==> src/rtl/arcanoid_sync_decoder_if.sv <==
// Timing stream into the sync decoder and the recovered counters/status coming back out.
interface arcanoid_sync_decoder_if;
    logic        hsync_in;
    logic        vsync_in;
    logic        hblnk_in;
    logic        vblnk_in;
    logic [10:0] hcount;
    logic [10:0] vcount;
    logic [10:0] h_total;
    logic [10:0] v_total;
    logic        locked;
    logic        frame_start;
    logic        timing_err;

    modport master (
        output hsync_in, vsync_in, hblnk_in, vblnk_in,
        input  hcount, vcount, h_total, v_total, locked, frame_start, timing_err
    );

    modport slave (
        input  hsync_in, vsync_in, hblnk_in, vblnk_in,
        output hcount, vcount, h_total, v_total, locked, frame_start, timing_err
    );
endinterface

==> src/rtl/arcanoid_sync_decoder.sv <==
// Recovers pixel/line counters from an hsync/vsync/hblnk/vblnk stream, measures line and
// frame periods and tracks lock against the expected video mode.
module arcanoid_sync_decoder #(
    parameter int unsigned H_TOTAL      = 1344,
    parameter int unsigned V_TOTAL      = 806,
    parameter int unsigned H_SYNC_START = 1048,
    parameter int unsigned V_SYNC_START = 771,
    parameter int unsigned LOCK_FRAMES  = 2
) (
    input logic                    pclk,
    input logic                    rst,
    arcanoid_sync_decoder_if.slave tim
);
    localparam logic [10:0] CNT_MAX = 11'd2047;
    localparam logic [10:0] H_EXP   = 11'(H_TOTAL);
    localparam logic [10:0] V_EXP   = 11'(V_TOTAL);
    localparam logic [10:0] H_SS    = 11'(H_SYNC_START);
    localparam logic [10:0] V_SS    = 11'(V_SYNC_START);
    localparam logic [2:0]  LOCK_N  = 3'(LOCK_FRAMES);

    typedef enum logic [1:0] {S_SEARCH, S_TRACK, S_LOCKED} state_t;

    logic        hs1, vs1, hb1, vb1;
    logic        hs2, vs2, hb2, vb2;
    logic [10:0] hcount_q, vcount_q, h_total_q, v_total_q;
    logic        frame_start_q, timing_err_q, locked_q;
    logic [1:0]  hs_cnt;
    logic        hs_bad, vs_bad, frame_bad;
    state_t      state;
    logic [2:0]  good_cnt;

    logic        ls, fs, hs_rise, vs_rise;
    logic [10:0] h_load, v_load, hc_nxt, vc_nxt;
    logic        hs_illegal, vs_illegal, line_good, frame_good, lost;

    always_ff @(posedge pclk or posedge rst) begin
        if (rst) begin
            {hs1, vs1, hb1, vb1} <= '0;
            {hs2, vs2, hb2, vb2} <= '0;
        end else begin
            {hs1, vs1, hb1, vb1} <= {tim.hsync_in, tim.vsync_in, tim.hblnk_in, tim.vblnk_in};
            {hs2, vs2, hb2, vb2} <= {hs1, vs1, hb1, vb1};
        end
    end

    assign ls      = hb2 & ~hb1;
    assign fs      = ls & vb2 & ~vb1;
    assign hs_rise = hs1 & ~hs2;
    assign vs_rise = vs1 & ~vs2;

    assign h_load = (hcount_q == CNT_MAX) ? CNT_MAX : hcount_q + 11'd1;
    assign v_load = (vcount_q == CNT_MAX) ? CNT_MAX : vcount_q + 11'd1;
    assign hc_nxt = ls ? 11'd0 : h_load;
    assign vc_nxt = fs ? 11'd0 : (ls ? v_load : vcount_q);

    assign hs_illegal = hs_rise && (hc_nxt != H_SS);
    assign vs_illegal = vs_rise && !(ls && (vc_nxt == V_SS));

    // Accumulators describe the line that is closing at this LS; events in the LS cycle
    // itself belong to the new line.
    assign line_good  = (h_load == H_EXP) && (hs_cnt == 2'd1) && !hs_bad && !vs_bad;
    assign frame_good = !frame_bad && line_good && (v_load == V_EXP);
    assign lost       = !ls && (hcount_q == CNT_MAX - 11'd1);

    always_ff @(posedge pclk or posedge rst) begin
        if (rst) begin
            hcount_q      <= '0;
            vcount_q      <= '0;
            h_total_q     <= '0;
            v_total_q     <= '0;
            frame_start_q <= 1'b0;
        end else begin
            hcount_q      <= hc_nxt;
            vcount_q      <= vc_nxt;
            frame_start_q <= fs;
            if (ls) h_total_q <= h_load;
            if (fs) v_total_q <= v_load;
        end
    end

    always_ff @(posedge pclk or posedge rst) begin
        if (rst) begin
            hs_cnt    <= '0;
            hs_bad    <= 1'b0;
            vs_bad    <= 1'b0;
            frame_bad <= 1'b0;
        end else begin
            if (ls) begin
                hs_cnt <= hs_rise ? 2'd1 : 2'd0;
                hs_bad <= hs_illegal;
                vs_bad <= vs_illegal;
            end else begin
                if (hs_rise && hs_cnt != 2'd3) hs_cnt <= hs_cnt + 2'd1;
                hs_bad <= hs_bad | hs_illegal;
                vs_bad <= vs_bad | vs_illegal;
            end
            if (fs)
                frame_bad <= 1'b0;
            else if (ls && !line_good)
                frame_bad <= 1'b1;
        end
    end

    always_ff @(posedge pclk or posedge rst) begin
        if (rst) begin
            state        <= S_SEARCH;
            good_cnt     <= '0;
            locked_q     <= 1'b0;
            timing_err_q <= 1'b0;
        end else begin
            timing_err_q <= 1'b0;
            if (lost) begin
                // Stream gone: hcount is about to saturate.
                timing_err_q <= (state == S_LOCKED);
                state        <= S_SEARCH;
                good_cnt     <= '0;
                locked_q     <= 1'b0;
            end else begin
                case (state)
                    S_SEARCH: begin
                        if (fs) begin
                            state    <= S_TRACK;
                            good_cnt <= '0;
                        end
                    end
                    S_TRACK: begin
                        if (fs) begin
                            if (frame_good) begin
                                good_cnt <= good_cnt + 3'd1;
                                if (good_cnt + 3'd1 == LOCK_N) begin
                                    state    <= S_LOCKED;
                                    locked_q <= 1'b1;
                                end
                            end else begin
                                good_cnt <= '0;
                            end
                        end
                    end
                    S_LOCKED: begin
                        if (ls && (!line_good || (fs && !frame_good))) begin
                            timing_err_q <= 1'b1;
                            state        <= S_TRACK;
                            good_cnt     <= '0;
                            locked_q     <= 1'b0;
                        end
                    end
                    default: begin
                        state    <= S_SEARCH;
                        good_cnt <= '0;
                        locked_q <= 1'b0;
                    end
                endcase
            end
        end
    end

    assign tim.hcount      = hcount_q;
    assign tim.vcount      = vcount_q;
    assign tim.h_total     = h_total_q;
    assign tim.v_total     = v_total_q;
    assign tim.locked      = locked_q;
    assign tim.frame_start = frame_start_q;
    assign tim.timing_err  = timing_err_q;
endmodule

==> src/flat_wrapper.sv <==
// flat-port wrapper written by rule: the top's interface ports become plain ports
module arcanoid_sync_decoder_flat 
#(
    parameter int unsigned H_TOTAL      = 1344,
    parameter int unsigned V_TOTAL      = 806,
    parameter int unsigned H_SYNC_START = 1048,
    parameter int unsigned V_SYNC_START = 771,
    parameter int unsigned LOCK_FRAMES  = 2
)
  (pclk, rst, tim_hsync_in, tim_vsync_in, tim_hblnk_in, tim_vblnk_in, tim_hcount, tim_vcount, tim_h_total, tim_v_total, tim_locked, tim_frame_start, tim_timing_err);
  arcanoid_sync_decoder_if tim_i ();
  input logic pclk;
  input logic rst;
  input wire logic [$bits(tim_i.hsync_in)-1:0] tim_hsync_in;
  input wire logic [$bits(tim_i.vsync_in)-1:0] tim_vsync_in;
  input wire logic [$bits(tim_i.hblnk_in)-1:0] tim_hblnk_in;
  input wire logic [$bits(tim_i.vblnk_in)-1:0] tim_vblnk_in;
  output wire logic [$bits(tim_i.hcount)-1:0] tim_hcount;
  output wire logic [$bits(tim_i.vcount)-1:0] tim_vcount;
  output wire logic [$bits(tim_i.h_total)-1:0] tim_h_total;
  output wire logic [$bits(tim_i.v_total)-1:0] tim_v_total;
  output wire logic [$bits(tim_i.locked)-1:0] tim_locked;
  output wire logic [$bits(tim_i.frame_start)-1:0] tim_frame_start;
  output wire logic [$bits(tim_i.timing_err)-1:0] tim_timing_err;
  assign tim_i.hsync_in = tim_hsync_in;
  assign tim_i.vsync_in = tim_vsync_in;
  assign tim_i.hblnk_in = tim_hblnk_in;
  assign tim_i.vblnk_in = tim_vblnk_in;
  assign tim_hcount = tim_i.hcount;
  assign tim_vcount = tim_i.vcount;
  assign tim_h_total = tim_i.h_total;
  assign tim_v_total = tim_i.v_total;
  assign tim_locked = tim_i.locked;
  assign tim_frame_start = tim_i.frame_start;
  assign tim_timing_err = tim_i.timing_err;
  arcanoid_sync_decoder #(.H_TOTAL(H_TOTAL), .V_TOTAL(V_TOTAL), .H_SYNC_START(H_SYNC_START), .V_SYNC_START(V_SYNC_START), .LOCK_FRAMES(LOCK_FRAMES)) u_core (.pclk(pclk), .rst(rst), .tim(tim_i));
endmodule
==> config.mk <==
export PLATFORM = sky130hd
export DESIGN_NAME = arcanoid_sync_decoder_flat
export DESIGN_NICKNAME = d
export VERILOG_FILES = /design/src/rtl/arcanoid_sync_decoder_if.sv /design/src/rtl/arcanoid_sync_decoder.sv /design/src/flat_wrapper.sv
export SDC_FILE = /design/constraint.sdc
export NUM_CORES = 1
export LEC_CHECK = 0
export BUFFER_PORTS_ARGS = -buffer_cell sky130_fd_sc_hd__buf_2
export CAP_MARGIN = 5
export CORE_MARGIN = 2
export CORE_UTILIZATION = 61
export DETAILED_ROUTE_END_ITERATION = 7
export MAX_ROUTING_LAYER = met4
export PLACE_DENSITY_LB_ADDON = 0.12
export SYNTH_ARGS = -nofsm -noshare
export SYNTH_HDL_FRONTEND = slang
export SYNTH_SLANG_ARGS = --single-unit
==> constraint.sdc <==
create_clock -name pclk -period 3.5 [get_ports pclk]
set_input_delay 0.7 -clock pclk [delete_from_list [all_inputs] [get_ports pclk]]
set_output_delay 0.7 -clock pclk [all_outputs]
set_load 0.01 [all_outputs]
# ---- Word-level counts from Yosys, hierarchy flattened
# Index checks and enable logic that the tools add are counted.
dict set report classes {
  reduce_logical 27
  bitwise_logic 11
  muxes 34
  eq_ne 18
  add_sub_neg 4
}
# op count
set ops {}
lappend ops {{2-to-1 mux 11 bit} 5}
lappend ops {{== test 11 bit, second input constant} 4}
lappend ops {{adder 11 x 1 -> 11 bit, second input constant} 2}
lappend ops {{== test 11 x 10 -> 1 bit, second input constant} 2}
lappend ops {{2-to-1 mux 2 bit} 8}
lappend ops {{2-to-1 mux 3 bit} 5}
lappend ops {{logical AND 1 bit} 13}
lappend ops {{2-to-1 mux 1 bit} 13}
lappend ops {{inequality test 3 x 1 -> 1 bit, second input constant} 4}
lappend ops {{inequality test 11 bit, second input constant} 1}
lappend ops {{AND reduction 5 bit} 2}
lappend ops {{one-hot mux 3 bit (3 select lines)} 1}
lappend ops {{logical NOT 1 bit} 7}
lappend ops {{one-hot mux 2 bit (3 select lines)} 1}
lappend ops {{bitwise AND 1 bit} 5}
lappend ops {{== test 2 x 1 -> 1 bit, second input constant} 2}
lappend ops {{NOT 1 bit} 4}
lappend ops {{nonzero test 2 bit} 2}
lappend ops {{adder 3 x 1 -> 3 bit, second input constant} 1}
lappend ops {{== test 3 x 2 -> 1 bit, second input constant} 1}
lappend ops {{inequality test 3 x 2 -> 1 bit, second input constant} 1}
lappend ops {{one-hot mux 1 bit (3 select lines)} 1}
lappend ops {{AND reduction 3 bit} 1}
lappend ops {{adder 2 x 1 -> 2 bit, second input constant} 1}
lappend ops {{6 further kinds} 7}
dict set report word_totals {
  out_inout_bits 47
  ff_bits 65
  elab_cells 115
}

# ---- Depth between registers and ports, before layout
# Gate-level depths: netlist of run 1.
dict set report depth {
  ltp_word 15
  depth_mapped 8
}

# ---- Worst setup path before layout of run 1
# No wires, ideal clock.
dict set report synth_timing {
  path_type {register -> register}
  start {reg u_core.vcount_q[0] (netlist: u_core.tim.vcount[0])}
  end {reg u_core.good_cnt[0]}
  path_stages_with_launch 8
  t_arrival_ns 2.209
  required_time_ns 3.372
  setup_time_ns 0.128
  path_slack_ns 1.164
  synth_period_minus_slack_ns 2.336
  cell_sequence {dfrtp_1 -> ha_1 -> and4_1 -> a211oi_1 -> o211a_1 -> o2111ai_1 -> a211oi_2 -> mux2_1}
}
dict set report synth_via {
  elab_chain_len 10
  elab_cells_between_ends 15
  classes_between {add/sub: 1; eq/ne: 3; mux: 5; reduce/logical: 6}
}
# element line
set synth_lines {}
lappend synth_lines {{start, declared} arcanoid_sync_decoder.sv:25} ;# logic [10:0] hcount_q, vcount_q, h_total_q, v_total_q;
lappend synth_lines {{start signal, assigned} arcanoid_sync_decoder.sv:74} ;# vcount_q <= vc_nxt;
lappend synth_lines {{adder 11 x 1 -> 11 bit / == test 11 bit (equally long branches)} arcanoid_sync_decoder.sv:52} ;# assign v_load = (vcount_q == CNT_MAX) ? CNT_MAX : vcount_q + 11'd1;
lappend synth_lines {{2-to-1 mux 11 bit (*)} arcanoid_sync_decoder.sv:52}
lappend synth_lines {{== test 11 x 10 -> 1 bit (*)} arcanoid_sync_decoder.sv:62} ;# assign frame_good = !frame_bad && line_good && (v_load == V_EXP);
lappend synth_lines {{logical AND 1 bit (*)} arcanoid_sync_decoder.sv:62}
lappend synth_lines {{logical NOT 1 bit} arcanoid_sync_decoder.sv:140} ;# if (ls && (!line_good || (fs && !frame_good))) begin
lappend synth_lines {{logical AND 1 bit} arcanoid_sync_decoder.sv:140}
lappend synth_lines {{logical OR 1 bit} arcanoid_sync_decoder.sv:140}
lappend synth_lines {{logical AND 1 bit} arcanoid_sync_decoder.sv:140}
lappend synth_lines {{inequality test 3 x 2 -> 1 bit (no line)} --}
lappend synth_lines {{AND reduction 3 bit (no line)} --}
lappend synth_lines {{end signal, assigned} arcanoid_sync_decoder.sv:129} ;# good_cnt <= good_cnt + 3'd1;
lappend synth_lines {{end, declared} arcanoid_sync_decoder.sv:30} ;# logic [2:0] good_cnt;
# Mark *: on every way between the ends. The rest lies on a longest branch, timed or not. The select of a mux whose other input is x is not followed.
# A chain may end at the register's enable or synchronous reset.

# ---- Final worst setup path of run 1
dict set report layout_timing {
  start {reg u_core.vcount_q[0] (netlist: u_core.tim.vcount[0])}
  end {reg u_core.vs_bad}
}
dict set report layout_via {
  elab_chain_len 10
  elab_cells_between_ends 11
  classes_between {add/sub: 1; eq/ne: 2; mux: 4; bitwise: 1; reduce/logical: 3}
}
# element line
set layout_lines {}
lappend layout_lines {{adder 11 x 1 -> 11 bit / == test 11 bit (equally long branches)} arcanoid_sync_decoder.sv:52}
lappend layout_lines {{2-to-1 mux 11 bit (*)} arcanoid_sync_decoder.sv:52}
lappend layout_lines {{2-to-1 mux 11 bit (*) (2 in a row)} arcanoid_sync_decoder.sv:54} ;# assign vc_nxt = fs ? 11'd0 : (ls ? v_load : vcount_q);
lappend layout_lines {{net u_core.vc_nxt[1]} arcanoid_sync_decoder.sv:33} ;# logic [10:0] h_load, v_load, hc_nxt, vc_nxt;
lappend layout_lines {{== test 11 x 10 -> 1 bit (*)} arcanoid_sync_decoder.sv:57} ;# assign vs_illegal = vs_rise && !(ls && (vc_nxt == V_SS));
lappend layout_lines {{logical AND 1 bit (*)} arcanoid_sync_decoder.sv:57}
lappend layout_lines {{logical NOT 1 bit (*)} arcanoid_sync_decoder.sv:57}
lappend layout_lines {{logical AND 1 bit (*)} arcanoid_sync_decoder.sv:57}
lappend layout_lines {{OR 1 bit} arcanoid_sync_decoder.sv:95} ;# vs_bad <= vs_bad | vs_illegal;
lappend layout_lines {{2-to-1 mux 1 bit (*)} arcanoid_sync_decoder.sv:88} ;# if (ls) begin
lappend layout_lines {{end signal, assigned} arcanoid_sync_decoder.sv:91} ;# vs_bad <= vs_illegal;
lappend layout_lines {{end signal, assigned} arcanoid_sync_decoder.sv:95}
lappend layout_lines {{end, declared} arcanoid_sync_decoder.sv:28} ;# logic hs_bad, vs_bad, frame_bad;
# The timed path passes the listed nets; every way through them passes the cells marked *.

==> summary.md, run 1 <==
| Metric | Value |
|---|---|
| P per Cell Area | 501 mW/mm^2 |
| Int Power | 1310 uW |
| FILL cells | 443 |
| I/O Pins | 53 |
| Height of the die | 78.2 um |
| Vias | 2865 |
| Number of cells after detailed placement | 455 |
| Setup Buffers After CTS | 0 |
| Clk sinks | 65 |
| Routed length per instance | 17.0 um |
| HP Start | u_core.vs1$_DFF_PP0_ |
| Min Hold Slack | 0.376 ns |
| CTS tree | done |
| Core ar. | 0.00541 mm^2 |
| Initial DRC Count | 205 |
| Ant diodes | 0 |
| Post-synth EDFFs | 0 |
| CP Class | reg -> reg |
| Final setup margin | 0.926 ns |
| Crit path max fanout | 11 |
| Mapped Cells | 345 |
| Initial DRT Pass Iterations | 4 |
| Crit share post-route | 73.6% |
| Nature of the critical path endpoint | flop |
| DR vias/cell | 6.08 |
| Clock Power Share | 32.8% |
| Worst skew pair latency | 0.35 ns |
| Syn Std Cell Area | 0.00336 mm^2 |
| RSZ-0062 raised after global routing | no |
| # hold bufs at CTS | 0 |
| Vias in the first global route | 2815 |
| Register area share after synthesis | 48.5% |
| Hpwl dp | 5590 um |
| Sequential share of power | 48.3% |
| WHS Endpoint | u_core.vs2$_DFF_PP0_ |
| Synth Warn # | 0 |
| Distinct cells, synth | 63 |
| Global-route wire length before repair | 13200 um |
| Hold crit path type | reg -> reg |
| Sw Ratio | 31.9% |
| Max_slew headroom | 49.7% |
| Combinational share of power | 18.9% |
| Storage cell area | 0.00163 mm^2 |
| CP Data Required Time | 3.70 ns |
| Max-cap violations | 0 |
| Starting Density | 62.1% |
| Fin. max-slew vios | 0 |
| Final setup violation count | 0 |
| Final min period | 2.57 ns |
| Clk buf depth | 2 |
| TritonCTS buffer count | 9 |
| Pleak | 0.00178 uW |
| Clock slew at reported path FFs | 0.08 ns |
| Worst-margin pin slew | 0.751 ns |
| Total nets after synthesis | 358 |
| Non-filler cells, final | 471 |
| Async SR Flop Fraction | 100% |
| F_max | 0.388 GHz |
| Overall routing resource usage | 28.7% |
| Initial antenna violation count | 0 |
| Final nets | 407 |
| Peak supply drop | 365 uV |
| Root Driver | clkbuf_8 |
| Number of cells on the worst hold path | 0 |
| Post-route ant nets | 0 |
| Status | finished clean |
| Routed WL | 8010 um |
| Multi-input logic area | 0.00159 mm^2 |
| Number of synthesized register bits | 65 |
| PostCTS Resize Cnt | 0 |
| Grt total ovfl | 0 |
| R2r endpoint | u_core.vs_bad$_DFF_PP0_ |
| TNS Setup | 0 ns |
| CP Launch Type | flop |
| Net switching power | 614 uW |
| Largest net degree at the start of global routing | 29 |
| Share of post-route cells with drive strength above 1 | 23.3% |
| Worst Skew | 0.00847 ns |
| PortBufs | 52 |
| Die width | 78.2 um |
| Rows | 27 |
| Launching point of the worst reg2reg path | u_core.tim.vcount[0]$_DFF_PP0_ |
| Reg2Reg Setup Slack | 0.93 ns |
| Final Hold Fails | 0 |
| Cells on worst reg2reg path | 7 |
| Mean instance size in the synthesized netlist | 9.73 um^2 |
| GPL Wtd Cong | 1.01 |
| Arrival time worst endpoint | 2.78 ns |
| Full die area | 0.00611 mm^2 |
| Pre-CTS setup slack | 0.976 ns |
| Top_reg_cell synth | dfrtp_1 |
| # H-tree levels | 3 |
| DRC viols | 0 |
| Area delta synth->final | 14.5% |
## area by class of cell
| type | instances | share of cell area (%) |
|---|---|---|
| Clock inverter | 7 | 1.86 |
| Tap cell | 72 | 2.34 |
| Multi-Input combinational cell | 249 | 41.3 |
| Sequential cell | 65 | 42.3 |
| Inverter | 12 | 1.17 |
| Clock buffer | 9 | 3.22 |
| Timing Repair Buffer | 57 | 7.75 |
## logic make-up after synthesis
family | Yosys count | share of synthesized area, %
compound gates | 89 | 18.6
xor+xnor | 5 | 1.30
fa+ha+maj | 7 | 2.61
buf+inv | 31 | 4.29
flops | 65 | 48.5
mux | 5 | 1.90
simple gates | 143 | 22.9
## cells in the final DEF, fill, tap and decap left out, types with 3 or more instances in the layout
cell type / count
clkinvlp_4: 3
nand2b_1: 4
inv_1: 11
or3_1: 4
buf_4: 5
a211oi_1: 3
o21ai_0: 25
nor3_1: 10
o31ai_1: 3
a22o_1: 5
nor2_1: 29
clkbuf_8: 9
o2111ai_1: 3
nand4_1: 7
nand2_1: 41
a21o_1: 5
nor2b_1: 4
mux2i_1: 3
a31oi_1: 9
buf_2: 52
and2_1: 3
ha_1: 7
nand3_1: 9
nor4_1: 5
a21oi_1: 15
and3_1: 6
dfrtp_1: 65
xnor2_1: 5
## metrics by stage
step	util [%]	instance area [um^2]	power [uW]
3_3_place_gp	67.5	3650	1300
3_5_place_dp	67.5	3650	1300
2_1_floorplan	-	3360	1170
4_1_cts	71.1	3840	1940
5_1_grt	71.1	3840	2010
6_report	71.1	3840	1920
## worst max path at each step
stage	start	end	cells past startpoint	slack [ns]
final	u_core.tim.vcount[0]$_DFF_PP0_	u_core.vs_bad$_DFF_PP0_	7	0.93
after CTS	u_core.tim.vcount[0]$_DFF_PP0_	u_core.vs_bad$_DFF_PP0_	7	0.95
after global placement	u_core.tim.hcount[0]$_DFF_PP0_	u_core.good_cnt[1]$_DFFE_PP0P_	7	1.06
after floorplan	u_core.tim.vcount[0]$_DFF_PP0_	u_core.good_cnt[0]$_DFFE_PP0P_	7	1.16
after detailed placement	u_core.tim.vcount[0]$_DFF_PP0_	u_core.vs_bad$_DFF_PP0_	7	0.98
after global routing	u_core.tim.vcount[0]$_DFF_PP0_	u_core.vs_bad$_DFF_PP0_	7	0.68
## critical path, cell delays in order (launching register included)
cell and delay, ns:
dfrtp_1 0.46, ha_1 0.33, and4_1 0.30, nand4_1 0.39, nor2b_1 0.30, o21ai_1 0.15, nor4bb_1 0.33, a41oi_1 0.16
## sequential cells by signal (all words and copies together), names as in the netlist
signal and cells:
u_core.vs_bad 1, u_core.tim.timing_err 1, u_core.tim.locked 1, u_core.vs2 1
u_core.hb2 1, u_core.vs1 1, u_core.hb1 1, u_core.hs1 1
u_core.vb2 1, u_core.tim.h_total 11, u_core.frame_bad 1, u_core.tim.frame_start 1
u_core.state 2, u_core.good_cnt 3, u_core.tim.v_total 11, u_core.hs2 1
u_core.hs_bad 1, u_core.tim.vcount 11, u_core.tim.hcount 11, u_core.vb1 1
u_core.hs_cnt 2
## synth_stat cells, drive strengths merged (7+ instances only)
cell type | n | area, um^2
dfrtp | 65 | 1630
nand2 | 41 | 154
nor2 | 29 | 109
o21ai | 27 | 135
a21oi | 15 | 75.1
inv | 12 | 45.0
nor3 | 12 | 76.3
nand3 | 11 | 65.1
clkbuf | 10 | 37.5
a31oi | 9 | 56.3
buf | 9 | 61.3
ha | 7 | 87.6
nand4 | 7 | 43.8
## power by group through the flow
stage,registers (uW),logic [uW],clock network [uW]
after floorplan,942,232,0
after global placement,938,357,0
after detailed placement,942,362,0
after CTS,928,365,642
after global routing,943,400,670
final,930,363,631
## layer usage
layer	wire, um	track usage, %	share of wire (%)	vias up
met4	302	16.3	3.8	0
met3	394	5.40	4.9	27
met2	3930	45.3	49	104
li1	-	-	-	1356
met5	0	-	0	-
met1	3390	34.9	42	1378
(Power assumes the default switching activity.)
==> run 2: changes to the inputs <==
Settings changed: CORE_UTILIZATION 61 to 51.
Clock period 3.5 ns to 2.2 ns, I/O delays scaled along.
==> summary.md, run 2 (synthesized netlist as in run 1, its figures left out) <==
| Metric | Value |
|---|---|
| Status | finished clean (unchanged) |
| Root Driver | clkbuf_8 (unchanged) |
| CP Class | reg -> reg (unchanged) |
| CP Launch Type | flop (unchanged) |
| Share of post-route cells with drive strength above 1 | 37.3% (was 23.3%) |
| Full die area | 0.00725 mm^2 (was 0.00611 mm^2) |
| FILL cells | 507 (was 443) |
| Min Hold Slack | 0.0290 ns (was 0.376 ns) |
| Final min period | 2.16 ns (was 2.57 ns) |
| Peak supply drop | 579 uV (was 365 uV) |
| # hold bufs at CTS | 0 (unchanged) |
| Launching point of the worst reg2reg path | u_core.tim.hcount[1]$_DFF_PP0_ (was u_core.tim.vcount[0]$_DFF_PP0_) |
| Final setup violation count | 0 (unchanged) |
| Initial DRT Pass Iterations | 5 (was 4) |
| CP Data Required Time | 2.43 ns (was 3.70 ns) |
| Routed length per instance | 16.5 um (was 17.0 um) |
| TNS Setup | 0 ns (unchanged) |
| Rows | 29 (was 27) |
| Post-route ant nets | 0 (unchanged) |
| Arrival time worst endpoint | 2.40 ns (was 2.78 ns) |
| Die width | 85.1 um (was 78.2 um) |
| Starting Density | 52.9% (was 62.1%) |
| F_max | 0.462 GHz (was 0.388 GHz) |
| Clk sinks | 65 (unchanged) |
| Hold crit path type | in -> async (was reg -> reg) |
| Routed WL | 8820 um (was 8010 um) |
| Vias | 3029 (was 2865) |
| Initial antenna violation count | 0 (unchanged) |
| Height of the die | 85.1 um (was 78.2 um) |
| Worst Skew | 0.00878 ns (was 0.00847 ns) |
| Utilization after layout | 69.5% (was 71.1%) |
| Max-cap violations | 0 (unchanged) |
| Ant diodes | 0 (unchanged) |
| Max_slew headroom | 63.5% (was 49.7%) |
| Pleak | 0.00207 uW (was 0.00178 uW) |
| Most frequent cells in the layout | buf_4 (61), dfrtp_1 (59), buf_2 (53), nand2_1 (40), nor2_1 (29) (was dfrtp_1 (65), buf_2 (52), nand2_1 (41), nor2_1 (29), o21ai_0 (25)) |
| Non-filler cells, final | 535 (was 471) |
| Leading cell type in the layout, fill and taps excluded | buf_4 (was dfrtp_1) |
| Nature of the critical path endpoint | flop (unchanged) |
| Crit path max fanout | 4 (was 11) |
| Overall routing resource usage | 25.9% (was 28.7%) |
| Reg2Reg Setup Slack | 0.04 ns (was 0.93 ns) |
| PortBufs | 52 (unchanged) |
| Worst skew pair latency | 0.35 ns (about the same) |
| Final Hold Fails | 0 (unchanged) |
| R2r endpoint | u_core.good_cnt[0]$_DFFE_PP0P_ (was u_core.vs_bad$_DFF_PP0_) |
| I/O Pins | 53 (unchanged) |
| Worst-margin pin slew | 0.540 ns (was 0.751 ns) |
| GPL Wtd Cong | 0.937 (was 1.01) |
| Number of cells after detailed placement | 514 (was 455) |
| Grt total ovfl | 0 (unchanged) |
| Clk buf depth | 2 (unchanged) |
| CTS tree | done (unchanged) |
| Final nets | 466 (was 407) |
| DRC viols | 0 (unchanged) |
| Initial DRC Count | 179 (was 205) |
| Hpwl dp | 6430 um (was 5590 um) |
| Vias in the first global route | 2956 (was 2815) |
| RSZ-0062 raised after global routing | yes (was no) |
| DR vias/cell | 5.66 (was 6.08) |
| TritonCTS buffer count | 9 (unchanged) |
| Core ar. | 0.00635 mm^2 (was 0.00541 mm^2) |
| P per Cell Area | 747 mW/mm^2 (was 501 mW/mm^2) |
| Global-route wire length before repair | 14200 um (was 13200 um) |
| Clock slew at reported path FFs | 0.08 ns (about the same) |
| Cells on worst reg2reg path | 7 (unchanged) |
| Area delta synth->final | 31.5% (was 14.5%) |
| Largest net degree at the start of global routing | 26 (was 29) |
| Crit share post-route | 98.4% (was 73.6%) |
| # H-tree levels | 3 (unchanged) |
| Fin. max-slew vios | 0 (unchanged) |
run 2: cell count changes in the layout (fill, tap and decap cells not counted), sizes merged:
cell / change
buf: +59
clkbuf: +2
clkinvlp: -1
inv: -1
run 2: timing repair:
item / 4_1_cts / 5_1_grt
resized for setup: 7 / 17
pin swaps: 5 / 17
cloned: 0 / 0
buffers inserted: 1 / 4
endpoints found under the setup margin: 4 / 9
run 2: worst max path at each step:
stage,startpoint,endpoint,slack (ns),cells after the start
after global routing,u_core.tim.vcount[1]$_DFF_PP0_,u_core.good_cnt[1]$_DFFE_PP0P_,-0.04,8
after global placement,u_core.tim.vcount[0]$_DFF_PP0_,u_core.good_cnt[1]$_DFFE_PP0P_,0.06,8
after CTS,u_core.hs_cnt[1]$_DFFE_PP0P_,u_core.good_cnt[1]$_DFFE_PP0P_,0.003,8
after detailed placement,u_core.hs_cnt[1]$_DFFE_PP0P_,u_core.good_cnt[1]$_DFFE_PP0P_,-0.07,8
final,u_core.tim.hcount[1]$_DFF_PP0_,u_core.good_cnt[0]$_DFFE_PP0P_,0.04,7
after floorplan,u_core.tim.vcount[4]$_DFF_PP0_,u_core.good_cnt[0]$_DFFE_PP0P_,-0.002,6
run 2: through the flow:
| step | total power, uW | setup WS (ns) | instance area, um^2 |
|---|---|---|---|
| after floorplan | 1870 | -0.00207 | 3370 |
| after global placement | 2210 | 0.0622 | 4070 |
| after detailed placement | 2220 | -0.0683 | 4070 |
| after CTS | 3230 | 0.00288 | 4290 |
| after global routing | 3460 | -0.0432 | 4420 |
| final | 3300 | 0.0355 | 4420 |
run 2: area by class of cell:
type | instances | area, um^2 | share of cell area (%)
flip-flops and latches | 65 | 1630 | 37.0
inverters | 12 | 48.8 | 1.11
well taps | 77 | 96.3 | 2.18
repair buffers | 116 | 746 | 16.9
clock inverters | 5 | 56.3 | 1.28
clock buffers | 11 | 131 | 2.98
multi-input cells | 249 | 1700 | 38.6
run 2: power by group:
part           switching (uW)  internal (uW)  leakage [uW]
logic                     444            400       0.00115
registers                 129           1330      0.000832
clock network             472            522     0.0000933
total                    1050           2250       0.00207
run 2: per-layer routing:
layer,share of wire (%),global-route usage [%],vias up
met5,0,-,-
met2,49,41.2,101
met3,5.0,3.79,15
met4,1.5,8.95,0
met1,44,34.0,1440
li1,-,-,1473
run 2: critical path: stages, from the launching register on:
cell,delay (ns)
dfrtp_1,0.42
buf_4,0.15
nand3_2,0.09
or4_1,0.51
o2111a_2,0.22
a311oi_2,0.26
a211oi_2,0.08
mux2_1,0.32
==> run 3: changes to the inputs <==
Settings changed: BUFFER_PORTS_ARGS -buffer_cell sky130_fd_sc_hd__buf_2 to -buffer_cell sky130_fd_sc_hd__buf_4, CAP_MARGIN 5 to 20, CORE_ASPECT_RATIO from default to 1.4.
==> summary.md, run 3 (synthesized netlist as in run 1, its figures left out) <==
| Metric | Value |
|---|---|
| Status | complete, but fails checks (was finished clean) |
| Violated checks | negative setup slack |
| # H-tree levels | 3 (unchanged) |
| Starting Density | 51.8% (was 52.9%) |
| Clk buf depth | 2 (unchanged) |
| Vias | 3064 (was 3029) |
| Max_slew headroom | 64.9% (was 63.5%) |
| FILL cells | 486 (was 507) |
| Largest net degree at the start of global routing | 66 (was 26) |
| Die width | 72.6 um (was 85.1 um) |
| Peak supply drop | 500 uV (was 579 uV) |
| Clock slew at reported path FFs | 0.07 ns (was 0.08 ns) |
| Most frequent cells in the layout | buf_4 (119), dfrtp_1 (58), nand2_1 (39), nor2_1 (29), o21ai_0 (24) (was buf_4 (61), dfrtp_1 (59), buf_2 (53), nand2_1 (40), nor2_1 (29)) |
| Utilization after layout | 72.8% (was 69.5%) |
| RSZ-0062 raised after global routing | yes (unchanged) |
| Height of the die | 100 um (was 85.1 um) |
| Launching point of the worst reg2reg path | u_core.tim.vcount[0]$_DFF_PP0_ (was u_core.tim.hcount[1]$_DFF_PP0_) |
| Crit-path cells | ha_2 > and4_4 > a211oi_2 > o211a_1 > buf_4 > o211ai_4 > or4_1 > mux2i_1 (was buf_4 > nand3_2 > or4_1 > o2111a_2 > a311oi_2 > a211oi_2 > mux2_1) |
| Initial antenna violation count | 0 (unchanged) |
| Leading cell type in the layout, fill and taps excluded | buf_4 (unchanged) |
| Routed WL | 8780 um (was 8820 um) |
| Hold crit path type | in -> async (unchanged) |
| Max-cap violations | 0 (unchanged) |
| Hpwl dp | 6230 um (was 6430 um) |
| Grt total ovfl | 0 (unchanged) |
| CP Launch Type | flop (unchanged) |
| Global-route wire length before repair | 14200 um (about the same) |
| Nature of the critical path endpoint | flop (unchanged) |
| Initial DRC Count | 175 (was 179) |
| CTS tree | done (unchanged) |
| Number of cells after detailed placement | 519 (was 514) |
| DR vias/cell | 5.66 (about the same) |
| Ant diodes | 0 (unchanged) |
| Arrival time worst endpoint | 2.48 ns (was 2.40 ns) |
| CP Class | reg -> reg (unchanged) |
| Worst Skew | 0.00908 ns (was 0.00878 ns) |
| PortBufs | 52 (unchanged) |
| Routed length per instance | 16.2 um (was 16.5 um) |
| Crit path max fanout | 8 (was 4) |
| Final setup margin | -0.0232 ns (was 0.0355 ns) |
| F_max | 0.450 GHz (was 0.462 GHz) |
| Non-filler cells, final | 541 (was 535) |
| Final setup violation count | 2 (was 0) |
| Final min period | 2.22 ns (was 2.16 ns) |
| Pleak | 0.00216 uW (was 0.00207 uW) |
| Worst setup path startpoint | u_core.tim.vcount[0]$_DFF_PP0_ (was u_core.tim.hcount[1]$_DFF_PP0_) |
| Rows | 35 (was 29) |
| P per Cell Area | 733 mW/mm^2 (was 747 mW/mm^2) |
| Worst-margin pin slew | 0.524 ns (was 0.540 ns) |
| I/O Pins | 53 (unchanged) |
| Overall routing resource usage | 26.1% (was 25.9%) |
| Final nets | 475 (was 466) |
| TritonCTS buffer count | 9 (unchanged) |
| CP max-delay cell | or4_1 (unchanged) |
| Share of post-route cells with drive strength above 1 | 40.3% (was 37.3%) |
| Full die area | 0.00726 mm^2 (was 0.00725 mm^2) |
| Final Hold Fails | 0 (unchanged) |
| Worst skew pair latency | 0.34 ns (was 0.35 ns) |
| Root Driver | clkbuf_8 (unchanged) |
| Vias in the first global route | 3048 (was 2956) |
| # hold bufs at CTS | 0 (unchanged) |
| Worst stage delay on the critical path | 0.49 ns (was 0.51 ns) |
| Initial DRT Pass Iterations | 5 (unchanged) |
| Clk sinks | 65 (unchanged) |
| Pwr Total | 3460 uW (was 3300 uW) |
| Post-route ant nets | 0 (unchanged) |
| Area delta synth->final | 40.5% (was 31.5%) |
| Core ar. | 0.00648 mm^2 (was 0.00635 mm^2) |
| CP Data Required Time | 2.46 ns (was 2.43 ns) |
| GPL Wtd Cong | 0.909 (was 0.937) |
| Fin. max-slew vios | 0 (unchanged) |
| DRC viols | 0 (unchanged) |
| Crit share post-route | 101% (was 98.4%) |
[run 3: cell count changes in the layout (fill, tap and decap cells not counted), moves of 2 or more]
cell	change
buf_12	+2
buf_4	+58
nor4_1	-3
ha_4	-2
nor4b_2	+2
o21ai_1	+2
ha_2	+2
buf_2	-53
buf_6	+2
nor4_2	+2
[run 3: final timing paths]
| check | to | slack (ns) | cells past startpoint |
|---|---|---|---|
| setup / recovery | u_core.good_cnt[1]$_DFFE_PP0P_ | -0.02 | 8 |
| max in group asynchronous | u_core.tim.hcount[3]$_DFF_PP0_ | 1.71 | 3 |
| setup reg to reg | u_core.good_cnt[1]$_DFFE_PP0P_ | -0.02 | 8 |
| min in group pclk | u_core.vb1$_DFF_PP0_ | 0.20 | 1 |
| hold / removal | u_core.hb2$_DFF_PP0_ | 0.18 | 3 |
| hold reg to reg | u_core.vs2$_DFF_PP0_ | 0.37 | 0 |
[run 3: worst max-delay path, delay by kind of cell, from the launching register on]
family | cells | cell delay, ns
AND/OR/NAND/NOR | 2 | 0.68
AO/OA/AOI/OAI | 3 | 0.58
flip-flops | 1 | 0.41
adder cells (fa/ha/maj) | 1 | 0.20
buffers and inverters | 1 | 0.14
multiplexers | 1 | 0.13
[run 3: cell type report]
class                           count  area, um^2  share of cell area (%)
Clock buffer                       13         149                    3.16
Clock inverter                      3        65.1                    1.38
Inverter                           12        48.8                    1.03
Multi-Input combinational cell    249        1750                    37.1
Sequential cell                    65        1640                    34.7
Tap cell                           74        92.6                    1.96
Timing Repair Buffer              125         978                    20.7
[run 3: stage by stage]
stage	cell area, um^2	setup slack, ns	setup TNS (ns)	hold slack (ns)
finish	4720	-0.0232	-0.0325	0.183
global route	4720	-0.0916	-0.582	0.185
CTS	4570	-0.0143	-0.0206	0.183
detailed placement	4280	-0.220	-0.927	0.361
global placement	4280	-0.0850	-0.143	0.361
floorplan	3370	-0.00207	-0.00207	0.347
[run 3: what timing repair did]
item	4_1_cts	5_1_grt
pin swaps	9	7
buffers inserted	3	3
endpoints found under the setup margin	8	8
resized for setup	10	29
[run 3: layer usage]
metal	up-vias	global-route usage (%)	wire, um
li1	1483	-	-
met5	-	-	0
met4	0	14.4	282
met3	24	5.52	391
met1	1448	28.9	3400
met2	109	43.2	4710
[run 3: where the power goes]
group	total [uW]	internal, uW	switching [uW]
logic	884	450	434
registers	1460	1330	131
clock network	1110	669	440
total	3460	2450	1000
